## src/rtl/fifo_uart_tx.sv

```systemverilog
// rtl/fifo_uart_tx.sv - UART transmit stage draining a show-ahead FIFO
//
// Pops one byte at a time from an 8-bit show-ahead FIFO and sends it as
// start bit, 8 data bits LSB first, optional parity bit, one stop bit.
//
// Ports:
//   clk        in   single clock, rising edge
//   rst        in   asynchronous active-high reset
//   tx_en      in   permits starting new frames (looked at only while idle)
//   Empty      in   FIFO empty flag (registered in the FIFO, one cycle stale)
//   R_data     in   FIFO show-ahead read data, valid with R_en
//   R_en       out  single-cycle pop strobe
//   tx         out  serial line, idle high, driven from a flop
//   busy       out  high whenever a frame is in progress
//   frame_done out  one-cycle pulse in the last cycle of the stop bit
module fifo_uart_tx #(
  parameter int CLKS_PER_BIT = 434,
  parameter int PARITY_EN    = 0,
  parameter int PARITY_ODD   = 0
) (
  input  logic       clk,
  input  logic       rst,
  input  logic       tx_en,
  input  logic       Empty,
  input  logic [7:0] R_data,
  output logic       R_en,
  output logic       tx,
  output logic       busy,
  output logic       frame_done
);

  localparam int CW = (CLKS_PER_BIT > 2) ? $clog2(CLKS_PER_BIT) : 1;
  localparam logic [CW-1:0] BAUD_MAX = CW'(CLKS_PER_BIT - 1);
  localparam logic PAR_ODD = (PARITY_ODD != 0);

  typedef enum logic [2:0] {
    S_IDLE,
    S_START,
    S_DATA,
    S_PARITY,
    S_STOP
  } state_t;

  state_t        state_q, state_d;
  logic [CW-1:0] baud_q, baud_d;
  logic [2:0]    bit_q, bit_d;
  logic [7:0]    shift_q, shift_d;
  logic          par_q, par_d;
  logic [1:0]    guard_q, guard_d;
  logic          tx_q, tx_d;
  logic          bit_end;

  always_ff @(posedge clk or posedge rst) begin
    if (rst) begin
      state_q <= S_IDLE;
      baud_q  <= '0;
      bit_q   <= 3'd0;
      shift_q <= 8'h00;
      par_q   <= 1'b0;
      guard_q <= 2'd2;
      tx_q    <= 1'b1;
    end else begin
      state_q <= state_d;
      baud_q  <= baud_d;
      bit_q   <= bit_d;
      shift_q <= shift_d;
      par_q   <= par_d;
      guard_q <= guard_d;
      tx_q    <= tx_d;
    end
  end

  always_comb begin
    // The guard keeps us from trusting Empty in the cycle after reset
    // release and in the cycle after a pop, when the flag is still stale.
    R_en       = (state_q == S_IDLE) && tx_en && !Empty && (guard_q == 2'd0);
    bit_end    = (baud_q == BAUD_MAX);
    state_d    = state_q;
    baud_d     = baud_q;
    bit_d      = bit_q;
    shift_d    = shift_q;
    par_d      = par_q;
    frame_done = 1'b0;
    guard_d    = (guard_q != 2'd0) ? guard_q - 2'd1 : 2'd0;

    // States only change on a bit boundary, so the wrap to zero here is
    // also the clear-on-state-change.
    if (state_q != S_IDLE) begin
      baud_d = bit_end ? '0 : baud_q + CW'(1);
    end

    case (state_q)
      S_IDLE: begin
        if (R_en) begin
          shift_d = R_data;
          par_d   = (^R_data) ^ PAR_ODD;
          baud_d  = '0;
          guard_d = 2'd2;
          state_d = S_START;
        end
      end
      S_START: begin
        if (bit_end) begin
          state_d = S_DATA;
          bit_d   = 3'd0;
        end
      end
      S_DATA: begin
        if (bit_end) begin
          shift_d = {1'b0, shift_q[7:1]};
          bit_d   = bit_q + 3'd1;
          if (bit_q == 3'd7) begin
            state_d = (PARITY_EN != 0) ? S_PARITY : S_STOP;
          end
        end
      end
      S_PARITY: begin
        if (bit_end) begin
          state_d = S_STOP;
        end
      end
      S_STOP: begin
        if (bit_end) begin
          frame_done = 1'b1;
          state_d    = S_IDLE;
        end
      end
      default: state_d = S_IDLE;
    endcase

    // Line level is computed for the state being entered so the flop
    // output lines up with state_q without a cycle of skew.
    case (state_d)
      S_START:  tx_d = 1'b0;
      S_DATA:   tx_d = shift_d[0];
      S_PARITY: tx_d = par_d;
      default:  tx_d = 1'b1;
    endcase
  end

  assign tx   = tx_q;
  assign busy = (state_q != S_IDLE);

endmodule

```

## config.mk

```make
export PLATFORM = sky130hd
export DESIGN_NAME = fifo_uart_tx
export DESIGN_NICKNAME = d
export VERILOG_FILES = /design/src/rtl/fifo_uart_tx.sv
export SDC_FILE = /design/constraint.sdc
export NUM_CORES = 1
export LEC_CHECK = 0
export BUFFER_PORTS_ARGS = -buffer_cell sky130_fd_sc_hd__buf_4
export CORE_AREA = 5 5 59 61
export DETAILED_ROUTE_END_ITERATION = 6
export DIE_AREA = 0 0 64 66
export MAX_ROUTING_LAYER = met4
export PLACE_DENSITY = 0.78
export SLEW_MARGIN = 20
export SYNTH_ARGS = -nofsm -noshare
export SYNTH_HDL_FRONTEND = slang
export SYNTH_SLANG_ARGS = --single-unit
export TNS_END_PERCENT = 10
```

## constraint.sdc

```tcl
create_clock -name clk -period 2.1 [get_ports clk]
set_input_delay 0 -clock clk [delete_from_list [all_inputs] [get_ports clk]]
set_output_delay 0 -clock clk [all_outputs]
set_load 0.1 [all_outputs]
```

**Yosys cells after proc, flatten, opt, wreduce, memory -nomap -nowiden**

Cells that the tools add are included.

- Register bits after elaboration: 27
- Output and inout bits: 4
- Word-level logic and storage cells: 61

- Add/subtract/negate cells: 3
- Equal/unequal tests: 12
- Multiplexer cells: 25
- Reductions and logical operators: 13

Operators with widths:

| kind | number |
|---|---|
| two-way mux 9 bit | 4 |
| two-way mux 3 bit | 8 |
| two-way mux 8 bit | 2 |
| one-hot mux 8 bit (2 select lines) | 1 |
| one-hot mux 3 bit (5 select lines) | 1 |
| == test 3 x 2 -> 1 bit, second input constant | 4 |
| adder 9 x 1 -> 9 bit, second input constant | 1 |
| == test 9 bit, second input constant | 1 |
| parity 8 bit | 1 |
| == test 3 x 1 -> 1 bit, second input constant | 2 |
| == test 3 bit, second input constant | 2 |
| two-way mux 2 bit | 3 |
| != test 2 bit, second input constant | 3 |
| one-hot mux 3 bit (2 select lines) | 1 |
| AND reduction 3 bit | 2 |
| nonzero test 2 bit | 3 |
| two-way mux 1 bit | 4 |
| adder 3 x 1 -> 3 bit, second input constant | 1 |
| logical AND 1 bit | 3 |
| zero test 3 bit | 1 |
| one-hot mux 1 bit (3 select lines) | 1 |
| nonzero test 3 bit | 1 |
| zero test 2 bit | 1 |
| subtractor 2 x 1 -> 2 bit, second input constant | 1 |
| zero test 1 bit | 1 |

**Logic depth before layout (Yosys ltp)**

- Word-level depth: 8
- Depth in mapped cells: 8
- Depth with buffers taken out: 7

**Worst setup path after synthesis**

OpenSTA, ideal clock, no wires.

- Path type: reg2reg
- Start: register state_q[0]
- End: register shift_q[7]
- Library setup time: 0.185 ns
- Arrival time: 2.984 ns
- Required time: 1.915 ns
- Path slack: -1.069 ns
- Cell stages (with the launch flop): 7
- Path buffers: 3
- Clock period less this slack: 3.169 ns
- Cells stage by stage: dfrtp_1 or3_1 clkbuf_1 nor2b_1 clkbuf_1 clkbuf_1 o21ai_0

- Longest elaborated chain between the ends: 6
- Elaborated cells between the ends (all ways): 10
- Those cells by class: eq/ne (3); mux (1); reduce/logical (6)

Ends and longest elaborated chain:

| item | RTL line | text |
|---|---|---|
| start, declared | 44 | `state_t state_q, state_d;` |
| start signal, assigned | 63 | `state_q <= state_d;` |
| zero test 3 bit | 76 | `R_en = (state_q == S_IDLE) && tx_en && !Empty && (guard_q == 2'd0);` |
| logical AND 1 bit (3 in a row) | 76 |  |
| via R_en | 26 | `output logic R_en,` |
| != test 2 bit (no line) | - |  |
| AND reduction 3 bit (no line) | - |  |
| end signal, assigned | 66 | `shift_q <= shift_d;` |
| end, declared | 47 | `logic [7:0] shift_q, shift_d;` |

The timed path passes the listed nets, and every way through them passes these cells.
A chain may end at the register's enable or synchronous reset.

**Worst setup path in the final report**

- Start: register baud_q[6]
- End: output port frame_done

- Longest elaborated chain between the ends: 3

Ends and longest elaborated chain:

| item | RTL line | text |
|---|---|---|
| start, declared | 45 | `logic [CW-1:0] baud_q, baud_d;` |
| start signal, assigned | 64 | `baud_q <= baud_d;` |
| == test 9 bit | 77 | `bit_end = (baud_q == BAUD_MAX);` |
| two-way mux 1 bit | 123 | `if (bit_end) begin` |
| two-way mux 1 bit | 92 | `case (state_q)` |
| end, declared | 29 | `output logic frame_done` |

Every way passes these cells.

==> reports/results.md <==
• CTS clk-pin slew, worst paths: 150 ps
• top flip-flop cell by instance count after synthesis: sky130_fd_sc_hd__dfrtp_1
• largest net degree at the start of global routing: 17
• Slowest cell on crit path: sky130_fd_sc_hd__or4b_4
• cell area after synthesis: 1423 um^2
• Cell Chain, Critical Path: or4b_4 > or2_4 > nor2_2 > buf_12
• Top Ports: 16
• Final Max Tran Viols: 0
• global routing met1 resource utilization: 0.1970
• detailed-route via count: 1242
• initial antenna violation count: 0
• count of inserted antenna diode cells: 0
• asr flop ratio synth: 1.000
• final standard cell area without fillers: 1759 um^2
• count of unique library cells instantiated by Yosys: 33
• Antenna Nets Post-Route: 0
• power per unit of standard cell area: 907.3 nW/um^2
• status: finished clean
• CORE AREA: 2928 um^2
• number of core rows: 20
• total negative slack: 0 ps
• busiest grt layer: met2
• Hold Path Class: in2reg
• routability congestion estimate: 0.8625
• worst setup path startpoint: baud_q[6]
• highest cell delay on the worst timing path: 560 ps
• sequential cell area fraction in the yosys report: 0.4767
• maximum net fanout on the critical path: 6
• Vias/cell: 5.750
• startpoint of the lowest-slack hold path: R_data[0]
• Die Wd: 64 um
• global-route wire length before repair: 5.382 mm
• r2r startpoint: baud_q[6]
• first drt pass iteration count: 4
• starting density of the core: 0.4859
• worst voltage drop across the vdd grid: 0.6067 mV
• Post-Place Cell Area: 1618 um^2
• Net count, final: 200
• Ys Warns: 0
• max_slew headroom: 0.6656
• H-tree Lvls: 1
• Worst Setup Start Kind: flip-flop
• met2 usage: 0.2714
• buffers from clock root to sink, at most: 2
• via count of the first global-routing pass: 1227
• max_cap viols: 0
• sinks on the clock net: 27
• Routed WL per cell: 14.24 um
• overflow left after global routing: 0
• measured slew at the worst slew-check pin: 499.7 ps
• clock tree from TritonCTS: done
• unrepaired setup endpoints after global routing: false
• share of post-route cells with drive strength above 1: 0.2131
• leakage power: 0.8063 nW
• number of buffers added on ports: 15
• EDFF count, synth: 0
• number of buffers created by CTS: 3
• flip-flop and latch count after synthesis: 27
• critical path's top delay family: simple AND/OR/NAND/NOR gates
• Max Clk Rate: 497.7 MHz
• cell chosen for the clock root: sky130_fd_sc_hd__clkbuf_4
• initial detailed-routing violation count: 49
• clock latency on the worst-skew pair: 320 ps
• critical path required time: 2100 ps
• wire length reported by the detailed router: 3.076 mm
• buffer and inverter count on the worst path: 1
• crit path DAT: 2010 ps
• total global-route track usage: 0.1595
• overall die area: 4224 um^2
• die extent in y: 66 um
• net count after synthesis: 169
• area growth from synthesis to final layout: 23.66%
• count of endpoints failing setup in the final report: 0
• worst setup path class: reg2out
• Final min period: 2009 ps
• Worst Skew: 6.278 ps
• Synth Area per Inst: 9.298 um^2
• Gate Count Post-Synth: 153
• final hold vios: 0
• DRC violations left: 0
• placed wire-length estimate after detailed placement: 2.214 mm
• share of the clock period used by the worst path after layout: 0.9567
• sort of element at the end of the critical path: output port
• routing usage on met3: 0.02211
## final cells by class
cell class / count / area (um^2)
Multi-Input combinational cell: 113 / 708.2
Clock buffer: 3 / 22.52
Sequential cell: 27 / 679.4
Clock inverter: 1 / 5.005
Inverter: 6 / 22.52
Timing Repair Buffer: 33 / 280.3
Fill cell: 231 / 1169
Tap cell: 33 / 41.29
## what timing repair did
item | in CTS | in global routing
setup buffers | 1 | 0
hold buffers | 8 | 0
gates resized for setup | 4 | 3
endpoints found under the hold margin | 18 | 0
setup endpoints to repair | 1 | 2
pin swaps | 0 | 1
## report_power, final
group / total (mW) / internal, mW / switching (mW)
logic: 0.576 / 0.239 / 0.337
clock network: 0.225 / 0.0712 / 0.154
registers: 0.795 / 0.678 / 0.117
total: 1.60 / 0.988 / 0.608
## registers in the layout, summed over array words and instances (netlist names)
register	cells
shift_q	8
bit_q	3
tx	1
baud_q	9
guard_q	2
state_q	3
par_q	1
## path summary, 6_finish.rpt
| check | end | slack (ps) | cells after the start |
|---|---|---|---|
| max | frame_done | 90 | 4 |
| min | shift_q[0] | 40 | 3 |
| max reg2reg | tx | 140 | 5 |
| min reg2reg | guard_q[0] | 490 | 1 |
| max in group asynchronous | tx | 1240 | 4 |
| min in group asynchronous | guard_q[0] | 210 | 3 |
## worst min-delay path, cell delays in order
cell and delay (ps):
sky130_fd_sc_hd__buf_4 90, sky130_fd_sc_hd__a22o_1 140, sky130_fd_sc_hd__or2_2 100
## metrics by stage
stage | worst slack (ps) | utilization | hold slack [ps] | power, mW | instances
floorplan | -78.64 | - | 51.23 | 1.184 | 153
global placement | 150.1 | 0.5526 | 27.58 | 1.306 | 203
detailed placement | 53.38 | 0.5526 | 36.93 | 1.334 | 203
CTS | 21.15 | 0.5974 | 30.82 | 1.591 | 216
global route | 24.43 | 0.6009 | 58.13 | 1.714 | 216
finish | 90.95 | 0.6009 | 37.11 | 1.596 | 216
## cell usage after synthesis, types with 2 or more instances
master	n	share of area
sky130_fd_sc_hd__a22oi_1	6	0.032
sky130_fd_sc_hd__nor2_1	10	0.026
sky130_fd_sc_hd__nor2b_1	4	0.018
sky130_fd_sc_hd__inv_1	6	0.016
sky130_fd_sc_hd__clkbuf_1	5	0.013
sky130_fd_sc_hd__nand2b_1	3	0.013
sky130_fd_sc_hd__nand2_1	23	0.061
sky130_fd_sc_hd__and3_1	5	0.022
sky130_fd_sc_hd__xnor2_1	8	0.049
sky130_fd_sc_hd__o22ai_1	2	0.0088
sky130_fd_sc_hd__o21ai_0	16	0.056
sky130_fd_sc_hd__dfstp_2	2	0.037
sky130_fd_sc_hd__a21oi_1	2	0.0070
sky130_fd_sc_hd__nand3_1	3	0.011
sky130_fd_sc_hd__o31ai_1	4	0.021
sky130_fd_sc_hd__nor3b_1	2	0.011
sky130_fd_sc_hd__a31oi_1	4	0.018
sky130_fd_sc_hd__buf_2	2	0.0070
sky130_fd_sc_hd__or2_2	2	0.0088
sky130_fd_sc_hd__dfrtp_1	25	0.44
sky130_fd_sc_hd__or3_1	3	0.013
sky130_fd_sc_hd__ha_1	4	0.035
sky130_fd_sc_hd__nand4_1	2	0.0088
## layer usage
metal  part of all wire  vias up
met4              0.016        0
met3              0.048        6
li1                   -      598
met2               0.50       39
met5                  0        -
met1               0.43      599
## cells in the final DEF, fill, tap and decap left out, types with 4 or more instances in the layout
cell type                       instances
sky130_fd_sc_hd__nand2_1               23
sky130_fd_sc_hd__dfrtp_1               24
sky130_fd_sc_hd__o31ai_1                4
sky130_fd_sc_hd__a31oi_1                4
sky130_fd_sc_hd__buf_4                 24
sky130_fd_sc_hd__a22oi_1                6
sky130_fd_sc_hd__xnor2_1                8
sky130_fd_sc_hd__o21ai_0               16
sky130_fd_sc_hd__inv_1                  6
sky130_fd_sc_hd__dlygate4sd3_1          8
sky130_fd_sc_hd__and3_1                 5
sky130_fd_sc_hd__nor2b_1                4
sky130_fd_sc_hd__nor2_1                 9
sky130_fd_sc_hd__ha_1                   4
## cell families (layout without fill, tap and decap cells)
| family | after synthesis | in the layout | share of synthesized area |
|---|---|---|---|
| flip-flops | 27 | 27 | 0.4767 |
| AND/OR/NAND/NOR | 61 | 61 | 0.2234 |
| multiplexers | 1 | 1 | 0.007915 |
| XOR/XNOR | 8 | 8 | 0.04925 |
| AO/OA/AOI/OAI | 39 | 39 | 0.1715 |
| adder cells (fa/ha/maj) | 4 | 4 | 0.03518 |
| buffers and inverters | 13 | 43 | 0.03606 |
No activity file was read; power rests on OpenSTA's default activity.
